`config.mk`:
```
export PLATFORM = sky130hd
export DESIGN_NAME = s_term_loopback_bist
export DESIGN_NICKNAME = d
export VERILOG_FILES = /design/src/rtl/s_term_loopback_bist.sv
export SDC_FILE = /design/constraint.sdc
export NUM_CORES = 1
export LEC_CHECK = 0
export BUFFER_PORTS_ARGS = -buffer_cell sky130_fd_sc_hd__buf_4
export CAP_MARGIN = 20
export CORE_AREA = 5 5 185 98
export CTS_CLUSTER_DIAMETER = 40
export DETAILED_ROUTE_END_ITERATION = 8
export DIE_AREA = 0 0 190 103
export SYNTH_ARGS = -nofsm -noshare
export SYNTH_HDL_FRONTEND = slang
export SYNTH_SLANG_ARGS = --single-unit
```
`constraint.sdc`:
```
create_clock -name UserCLK -period 3.66 [get_ports UserCLK]
set_input_delay 0.366 -clock UserCLK [delete_from_list [all_inputs] [get_ports UserCLK]]
set_output_delay 0.366 -clock UserCLK [all_outputs]
set_load 0.02 [all_outputs]
```
`src/rtl/s_term_loopback_bist.sv`:
```
`default_nettype none
// ============================================================================
// Module : s_term_loopback_bist
// South termination: bit-reversed loopback onto north wires, or LFSR BIST.
// Rev    : 1.0
// ============================================================================
module s_term_loopback_bist #(
   parameter int          W1     = 4,
   parameter int          W2     = 8,
   parameter int          W4     = 16,
   parameter int          PIPE   = 0,
   parameter int          RT_LAT = 2,
   parameter logic [15:0] SEED   = 16'hACE1
) (
   input  logic          UserCLK,
   input  logic          reset,
   input  logic [W1-1:0] S1END,
   input  logic [W2-1:0] S2MID,
   input  logic [W2-1:0] S2END,
   input  logic [W4-1:0] S4END,
   output logic [W1-1:0] N1BEG,
   output logic [W2-1:0] N2BEG,
   output logic [W2-1:0] N2BEGb,
   output logic [W4-1:0] N4BEG,
   input  logic          bist_en,
   input  logic          bist_start,
   input  logic [15:0]   bist_len,
   output logic          bist_busy,
   output logic          bist_done,
   output logic          bist_pass,
   output logic [15:0]   bist_err_cnt
);
   localparam int          N       = W1 + 2*W2 + W4;
   localparam logic [23:0] RT      = 24'(RT_LAT);
   localparam logic [1:0]  ST_IDLE = 2'd0;
   localparam logic [1:0]  ST_RUN  = 2'd1;
   localparam logic [1:0]  ST_DONE = 2'd2;

   function automatic logic [15:0] lfsr_next(input logic [15:0] s);
      return {s[14:0], s[15] ^ s[13] ^ s[12] ^ s[10]};
   endfunction

   logic [1:0]   state_q, state_d;
   logic [23:0]  cyc_q, cyc_d;
   logic [15:0]  len_q, len_d;
   logic [15:0]  g_q, g_d;
   logic [15:0]  c_q, c_d;
   logic [15:0]  err_q, err_d;
   logic         done_q, done_d;
   logic         pass_q, pass_d;
   logic [N-1:0] nout_q, nout_d;

   logic [N-1:0] lb_d, lb_out, south, gen_pat, chk_pat;
   logic [15:0]  gen_src;
   logic [23:0]  last_cyc;

   assign south    = {S4END, S2END, S2MID, S1END};
   // The start edge loads the first word straight from SEED.
   assign gen_src  = (state_q == ST_RUN) ? g_q : SEED;
   assign last_cyc = {8'd0, len_q} + RT - 24'd1;

   generate
      for (genvar j = 0; j < N; j++) begin : g_pat
         assign gen_pat[j] = gen_src[j % 16];
         assign chk_pat[j] = c_q[j % 16];
      end
      for (genvar i = 0; i < W1; i++) begin : g_rev1
         assign lb_d[i] = S1END[W1-1-i];
      end
      for (genvar i = 0; i < W2; i++) begin : g_rev2
         assign lb_d[W1+i]    = S2MID[W2-1-i];
         assign lb_d[W1+W2+i] = S2END[W2-1-i];
      end
      for (genvar i = 0; i < W4; i++) begin : g_rev4
         assign lb_d[W1+2*W2+i] = S4END[W4-1-i];
      end
      if (PIPE != 0) begin : g_pipe
         logic [N-1:0] lb_q;
         always_ff @(posedge UserCLK or posedge reset) begin
            if (reset) lb_q <= '0;
            else       lb_q <= lb_d;
         end
         assign lb_out = lb_q;
      end else begin : g_comb
         assign lb_out = lb_d;
      end
   endgenerate

   always_ff @(posedge UserCLK or posedge reset) begin
      if (reset) begin
         state_q <= ST_IDLE;
         cyc_q   <= '0;
         len_q   <= '0;
         g_q     <= SEED;
         c_q     <= SEED;
         err_q   <= '0;
         done_q  <= 1'b0;
         pass_q  <= 1'b0;
         nout_q  <= '0;
      end else begin
         state_q <= state_d;
         cyc_q   <= cyc_d;
         len_q   <= len_d;
         g_q     <= g_d;
         c_q     <= c_d;
         err_q   <= err_d;
         done_q  <= done_d;
         pass_q  <= pass_d;
         nout_q  <= nout_d;
      end
   end

   always_comb begin
      state_d = state_q;
      cyc_d   = cyc_q;
      len_d   = len_q;
      g_d     = g_q;
      c_d     = c_q;
      err_d   = err_q;
      done_d  = done_q;
      pass_d  = pass_q;
      nout_d  = '0;
      if (!bist_en) begin
         state_d = ST_IDLE;
         done_d  = 1'b0;
         pass_d  = 1'b0;
      end else begin
         case (state_q)
            ST_RUN: begin
               cyc_d = cyc_q + 24'd1;
               if ((cyc_q + 24'd1) < {8'd0, len_q}) begin
                  nout_d = gen_pat;
                  g_d    = lfsr_next(g_q);
               end
               // cyc_q >= RT, phrased to stay non-constant when RT is zero
               if ((cyc_q + 24'd1) > RT) begin
                  if (south != chk_pat && err_q != 16'hFFFF) err_d = err_q + 16'd1;
                  c_d = lfsr_next(c_q);
               end
               if (cyc_q == last_cyc) begin
                  state_d = ST_DONE;
                  done_d  = 1'b1;
                  pass_d  = (err_d == 16'd0);
               end
            end
            default: begin
               if (bist_start) begin
                  cyc_d = '0;
                  len_d = bist_len;
                  c_d   = SEED;
                  err_d = '0;
                  g_d   = SEED;
                  if (bist_len == 16'd0) begin
                     state_d = ST_DONE;
                     done_d  = 1'b1;
                     pass_d  = 1'b1;
                  end else begin
                     state_d = ST_RUN;
                     done_d  = 1'b0;
                     pass_d  = 1'b0;
                     nout_d  = gen_pat;
                     g_d     = lfsr_next(SEED);
                  end
               end
            end
         endcase
      end
   end

   always_comb begin
      bist_busy    = (state_q == ST_RUN);
      bist_done    = done_q;
      bist_pass    = pass_q;
      bist_err_cnt = err_q;
      {N4BEG, N2BEGb, N2BEG, N1BEG} = bist_en ? nout_q : lb_out;
   end
endmodule
`default_nettype wire
```
; After elaboration in Yosys (flattened, before gate mapping)
; Index checks and enable logic that the tools add are counted.
[op_classes]
muxes = 35
n_eq_ne = 8
n_addsub = 4
reduce_logical = 9
order_cmp = 2
n_bitwise = 7
[ops]
columns = operator, count
row1 = $mux W16, 14
row2 = $mux W36, 6
row3 = $mux W24, 2
row4 = $ne A36 B36 Y1, 1
row5 = $logic_not A16 Y1, 2
row6 = $add A24 B1 Y24 const B, 1
row7 = $eq A24 B24 Y1, 1
row8 = $gt A24 B2 Y1 const B, 1
row9 = $lt A24 B16 Y1, 1
row10 = $sub A17 B1 Y18 const B, 1
row11 = $add A16 B2 Y17 const B, 1
row12 = $add A16 B1 Y16 const B, 1
row13 = $ne A16 B16 Y1 const B, 1
row14 = $mux W2, 5
row15 = $reduce_and A3 Y1, 3
row16 = $mux W1, 8
row17 = $xor A1 B1 Y1, 6
row18 = $ne A2 B1 Y1 const B, 2
row19 = $reduce_and A2 Y1, 2
row20 = $ne A3 B1 Y1 const B, 1
row21 = $ne A3 B2 Y1 const B, 1
row22 = $eq A2 B1 Y1 const B, 1
row23 = $reduce_bool A2 Y1, 1
row24 = $logic_and A1 B1 Y1, 1
row25 = $not A1 Y1, 1
[word_totals]
wordCells = 74
register_bits = 128
in_bits = 56

; Logic depth before layout (Yosys ltp)
[depth]
word_depth = 10
mapped_depth = 15
ltp_nobuf = 14

; Least setup slack after synthesis
; No wires, ideal clock.
[synth_timing]
kind = reg2reg
startpoint = reg cyc_q[0]
endpoint = reg pass_q, in the netlist bist_pass
slack_ps = 379
t_required_ps = 3594
path_buffers = 2
path_stages_with_launch = 14
period_less_slack_ps = 3281
arrival_time_ps = 3215
setup_ps = 66
cell_sequence = dfrtp_1 -> ha_1 -> nand2_2 -> or4_1 -> buf_2 -> o21ai_2 -> nand4_1 -> or4b_4 -> o21a_4 -> and2_4 -> buf_6 -> maj3_2 -> o21ai_2 -> a31o_1
[synth_via]
elab_chain_len = 9
elab_cells_between_ends = 12
cone_classes = add/sub: 1 / order compare: 1 / eq/ne: 2 / mux: 6 / reduce/logical: 2
[synth_rtl]
columns = element, line_no
row1 = "start, declared", 44  ; logic [23:0] cyc_q, cyc_d;
row2 = "start signal, assigned", 102  ; cyc_q <= cyc_d;
row3 = $add A24 B1 Y24, 136  ; if ((cyc_q + 24'd1) > RT) begin
row4 = $gt A24 B2 Y1, 136
row5 = $mux W16, 136
row6 = $mux W16, 128  ; case (state_q)
row7 = $mux W16, 123  ; if (!bist_en) begin
row8 = $logic_not A16 Y1, 143  ; pass_d = (err_d == 16'd0);
row9 = $mux W1, 140  ; if (cyc_q == last_cyc) begin
row10 = $mux W1, 128
row11 = $mux W1, 123
row12 = "end signal, assigned", 108  ; pass_q <= pass_d;
row13 = "end, declared", 50  ; logic pass_q, pass_d;
; Parallel ways exist; a longest one is shown, timed or not. The select of a mux whose other input is x is not followed.
; A chain may end at the register's enable or synchronous reset.

; Worst setup path in the final report
[layout_timing]
startpoint = reg cyc_q[1]
endpoint = reg pass_q, in the netlist bist_pass
; The elaborated chain is that of the path after synthesis.

==> impl_metrics.xml <==
<?xml version="1.0" encoding="UTF-8"?>
<metrics>
  <group name="grt">
    <metric name="groute.usage.overall" unit="">0.230</metric>
    <metric name="grt_pass1_vias" unit="">5860</metric>
    <metric name="grt_pass1_wl" unit="µm">34900</metric>
    <metric name="gr-total-overflow" unit="">0</metric>
    <metric name="largest_net_degree_at_the_start_of_global_routing" unit="">60</metric>
    <metric name="antenna_found_initial" unit="">0</metric>
  </group>
  <group name="sta">
    <metric name="fin_hold_ws" unit="ns">0.137</metric>
    <metric name="finalSetupViolations" unit="">0</metric>
    <metric name="max_freq" unit="MHz">287</metric>
    <metric name="final_total_negative_setup_slack" unit="ns">0</metric>
    <metric name="finalCritPeriodShare" unit="">0.951</metric>
    <metric name="timing.max_slew.rel_slack" unit="">0.500</metric>
    <metric name="final_period_minus_worst_setup_slack" unit="ns">3.48</metric>
    <metric name="hold_viol" unit="">0</metric>
    <metric name="final_number_of_max_transition_violations" unit="">0</metric>
    <metric name="rsz0062_at_grt" unit="">no</metric>
    <metric name="worst-slew-pin-transition" unit="ns">0.747</metric>
    <metric name="worst_clock_skew" unit="ns">0.0120</metric>
  </group>
  <group name="critical_path">
    <metric name="worstPathMaxFanout" unit="">18</metric>
    <metric name="required" unit="ns">3.96</metric>
    <metric name="crit_path_top_delay_cell" unit="">sky130_fd_sc_hd__or4_4</metric>
    <metric name="reg2reg_slack" unit="ns">0.18</metric>
    <metric name="critical_path.cell_chain" unit="">ha_1, nand2_2, or4_4, o21ai_2, nand4_1, or4b_4, o21a_4, and2_4, maj3_2, o21ai_2, a31o_1</metric>
    <metric name="cp-start-kind" unit="">flop</metric>
    <metric name="cp.arrival" unit="ns">3.78</metric>
    <metric name="crit-reg2reg-launch" unit="">cyc_q[1]</metric>
    <metric name="crit_top_cell" unit="">sky130_fd_sc_hd__o21ai_2</metric>
    <metric name="worst_r2r_path_depth" unit="">11</metric>
    <metric name="worstSetupPathType" unit="">flop to flop</metric>
    <metric name="cp_slowest_stage_delay" unit="ns">0.61</metric>
    <metric name="critical_path.reg2reg.endpoint" unit="">bist_pass</metric>
    <metric name="worstSetupEndpointType" unit="">flop</metric>
  </group>
  <group name="cells_and_area">
    <metric name="drive_gt1_frac" unit="">0.227</metric>
    <metric name="num_antenna_cells" unit="">0</metric>
    <metric name="num-nets-final" unit="">1027</metric>
    <metric name="syn_to_final_growth" unit="%">19.7</metric>
    <metric name="most-common-layout-cells" unit="">134 x sky130_fd_sc_hd__buf_4, 97 x sky130_fd_sc_hd__o21ai_0, 91 x sky130_fd_sc_hd__dfrtp_1, 78 x sky130_fd_sc_hd__nand2_1, 72 x sky130_fd_sc_hd__inv_1</metric>
    <metric name="final_common_cell" unit="">sky130_fd_sc_hd__buf_4</metric>
  </group>
  <group name="power_and_ir_drop">
    <metric name="netSwitchingFraction" unit="">0.367</metric>
    <metric name="comb_power_share" unit="">0.314</metric>
    <metric name="power_report.internal_total" unit="mW">2.43</metric>
    <metric name="clockPowerShare" unit="">0.254</metric>
    <metric name="ir_worst_vdd" unit="mV">0.258</metric>
    <metric name="power_density" unit="nW/µm²">446</metric>
    <metric name="relative_contribution_of_sequential_cells_to_total_power" unit="">0.432</metric>
    <metric name="leakage" unit="nW">3.98</metric>
    <metric name="design_power_total" unit="mW">3.84</metric>
    <metric name="total_switching_power" unit="mW">1.41</metric>
  </group>
  <group name="die">
    <metric name="fp.dieW" unit="µm">190</metric>
    <metric name="num_rows" unit="">34</metric>
    <metric name="num_io_pins" unit="">111</metric>
    <metric name="fp.dieArea" unit="µm²">19600</metric>
    <metric name="placeableCoreArea" unit="µm²">16600</metric>
    <metric name="start_util" unit="">0.432</metric>
    <metric name="die_height" unit="µm">103</metric>
  </group>
  <group name="yosys">
    <metric name="ys_async_sr_fraction" unit="">1.00</metric>
    <metric name="synth_register_bits" unit="">108</metric>
    <metric name="most_frequently_used_flop_master_after_synthesis" unit="">sky130_fd_sc_hd__dfrtp_1</metric>
    <metric name="synth.lib_cells_used.distinct" unit="">68</metric>
    <metric name="mappedNetlistArea" unit="µm²">7180</metric>
    <metric name="synthesis.instances" unit="">858</metric>
    <metric name="postSynthAreaPerCell" unit="µm²">8.37</metric>
    <metric name="yosys_warnings" unit="">0</metric>
    <metric name="synth_seq_area_share" unit="">0.379</metric>
    <metric name="synth_edf_count" unit="">0</metric>
    <metric name="synth.net_count" unit="">934</metric>
  </group>
  <group name="clock_network">
    <metric name="cts-htree-levels" unit="">3</metric>
    <metric name="number_of_buffers_inserted_during_clock_tree_synthesis" unit="">9</metric>
    <metric name="clk_latency" unit="ns">0.36</metric>
    <metric name="max-clock-path-buffers" unit="">2</metric>
    <metric name="path_clk_slew" unit="ns">0.07</metric>
    <metric name="cts.sinks" unit="">108</metric>
    <metric name="ctsRootBufferMaster" unit="">sky130_fd_sc_hd__clkbuf_16</metric>
    <metric name="cts_tree" unit="">yes</metric>
    <metric name="number_of_buffers_inserted_by_hold_repair_at_cts" unit="">0</metric>
  </group>
  <group name="run">
    <metric name="cap_viol_max_count" unit="">0</metric>
  </group>
  <group name="drt">
    <metric name="via_count" unit="">6702</metric>
    <metric name="drt_drc_violations_left" unit="">0</metric>
    <metric name="drt_pre_antenna_iters" unit="">5</metric>
    <metric name="postRouteWirelength" unit="µm">22500</metric>
    <metric name="wire_per_inst" unit="µm">18.9</metric>
    <metric name="detail_route.iter0.violations" unit="">722</metric>
    <metric name="vias_per_cell" unit="">5.63</metric>
    <metric name="antenna_left" unit="">0</metric>
  </group>
  <group name="placement">
    <metric name="buffer_ports.inserted" unit="">110</metric>
    <metric name="global_placer_s_final_weighted_congestion" unit="">0.919</metric>
    <metric name="dp_hpwl" unit="µm">17600</metric>
  </group>
  <group name="hold_path">
    <metric name="worst_hold_path_type" unit="">primary input to async pin</metric>
  </group>
  <group name="status">
    <metric name="status" unit="">finished, final reports clean</metric>
  </group>
</metrics>
-- registers in the layout, indices dropped and copies added (netlist names) --
signal / flops
bist_err_cnt: 16
c_q: 16
g_q: 16
nout_q: 16
len_q: 16
bist_done: 1
cyc_q: 24
state_q: 2
bist_pass: 1
-- power by group through the flow --
stage	logic (mW)	registers (mW)	clock network [mW]
floorplan	0.831	1.58	0
global placement	1.17	1.67	0
detailed placement	1.18	1.67	0
CTS	1.19	1.65	1.00
global route	1.32	1.68	1.05
finish	1.21	1.66	0.976
-- synthesized netlist by cell type, drive strengths merged (3+ instances only) --
master,number,share of area
and2,10,0.0091
nor2,50,0.026
xor2,22,0.027
a21o,9,0.0094
o22a,4,0.0049
mux2,16,0.025
a31oi,18,0.016
o221a,4,0.0063
buf,13,0.011
nand4,24,0.024
a21oi,22,0.015
inv,73,0.038
o31ai,12,0.013
a211oi,3,0.0038
and4,6,0.0073
o2bb2ai,4,0.0049
ha,20,0.035
nor4,13,0.014
o21ai,102,0.072
nand2,81,0.043
o31a,4,0.0049
nand3,41,0.030
and3,33,0.029
o21a,7,0.0084
or2,4,0.0035
xnor2,35,0.043
o22ai,9,0.0078
a22o,6,0.0073
a41oi,3,0.0037
clkbuf,41,0.021
a221oi,5,0.0061
or3,5,0.0051
dfstp,16,0.059
nor3,27,0.019
dfrtp,92,0.32
-- cells by family after synthesis --
| kind of cell | Yosys count | synth area share |
|---|---|---|
| AND/OR/NAND/NOR | 305 | 0.222 |
| adder cells (fa/ha/maj) | 21 | 0.0364 |
| flip-flops | 108 | 0.379 |
| multiplexers | 16 | 0.0251 |
| AO/OA/AOI/OAI | 223 | 0.196 |
| XOR/XNOR | 57 | 0.0695 |
| buffers and inverters | 128 | 0.0714 |
-- metrics by stage --
step	cell area, µm²	instances	setup WS [ns]	utilization
detailed placement	8270	1173	0.104	0.497
global placement	8270	1173	0.165	0.497
floorplan	7180	858	0.379	-
finish	8600	1190	0.179	0.517
CTS	8570	1189	0.0661	0.515
global route	8600	1190	0.0240	0.517
-- how the worst max path moves through the flow --
stage	slack [ns]	startpoint	end	cells past startpoint
2_1_floorplan	0.38	cyc_q[0]	bist_pass	13
5_1_grt	0.02	cyc_q[1]	bist_pass	11
3_5_place_dp	0.10	cyc_q[1]	g_q[8]	10
3_3_place_gp	0.17	cyc_q[1]	g_q[15]	10
4_1_cts	0.07	cyc_q[1]	g_q[1]	10
6_report	0.18	cyc_q[1]	bist_pass	11
-- routing by layer --
layer | part of all wire | track usage
met4 | 0.0067 | 0.0356
met2 | 0.33 | 0.243
met5 | 0 | 0
met3 | 0.084 | 0.0606
met1 | 0.58 | 0.419
-- what timing repair did --
item                                    4_1_cts  5_1_grt
endpoints found under the hold margin         0        0
buffers inserted                              0        0
endpoints found under the setup margin        0       25
resized for setup                             0        7
-- final cells by class --
class	count	area (µm²)
fillers	1577	8040
repair buffers	136	1040
inverters	74	280
multi-input cells	622	3970
well taps	234	293
clock buffers	11	243
clock inverters	5	48.8
flip-flops and latches	108	2720
-- worst max-delay path: cells and delay by family, from the launching register on --
kind,cells,cell delay [ns]
simple gates,5,1.62
flops,1,0.44
compound gates,4,0.77
fa+ha+maj,2,0.60
No activity file was read; power rests on OpenSTA's default activity.
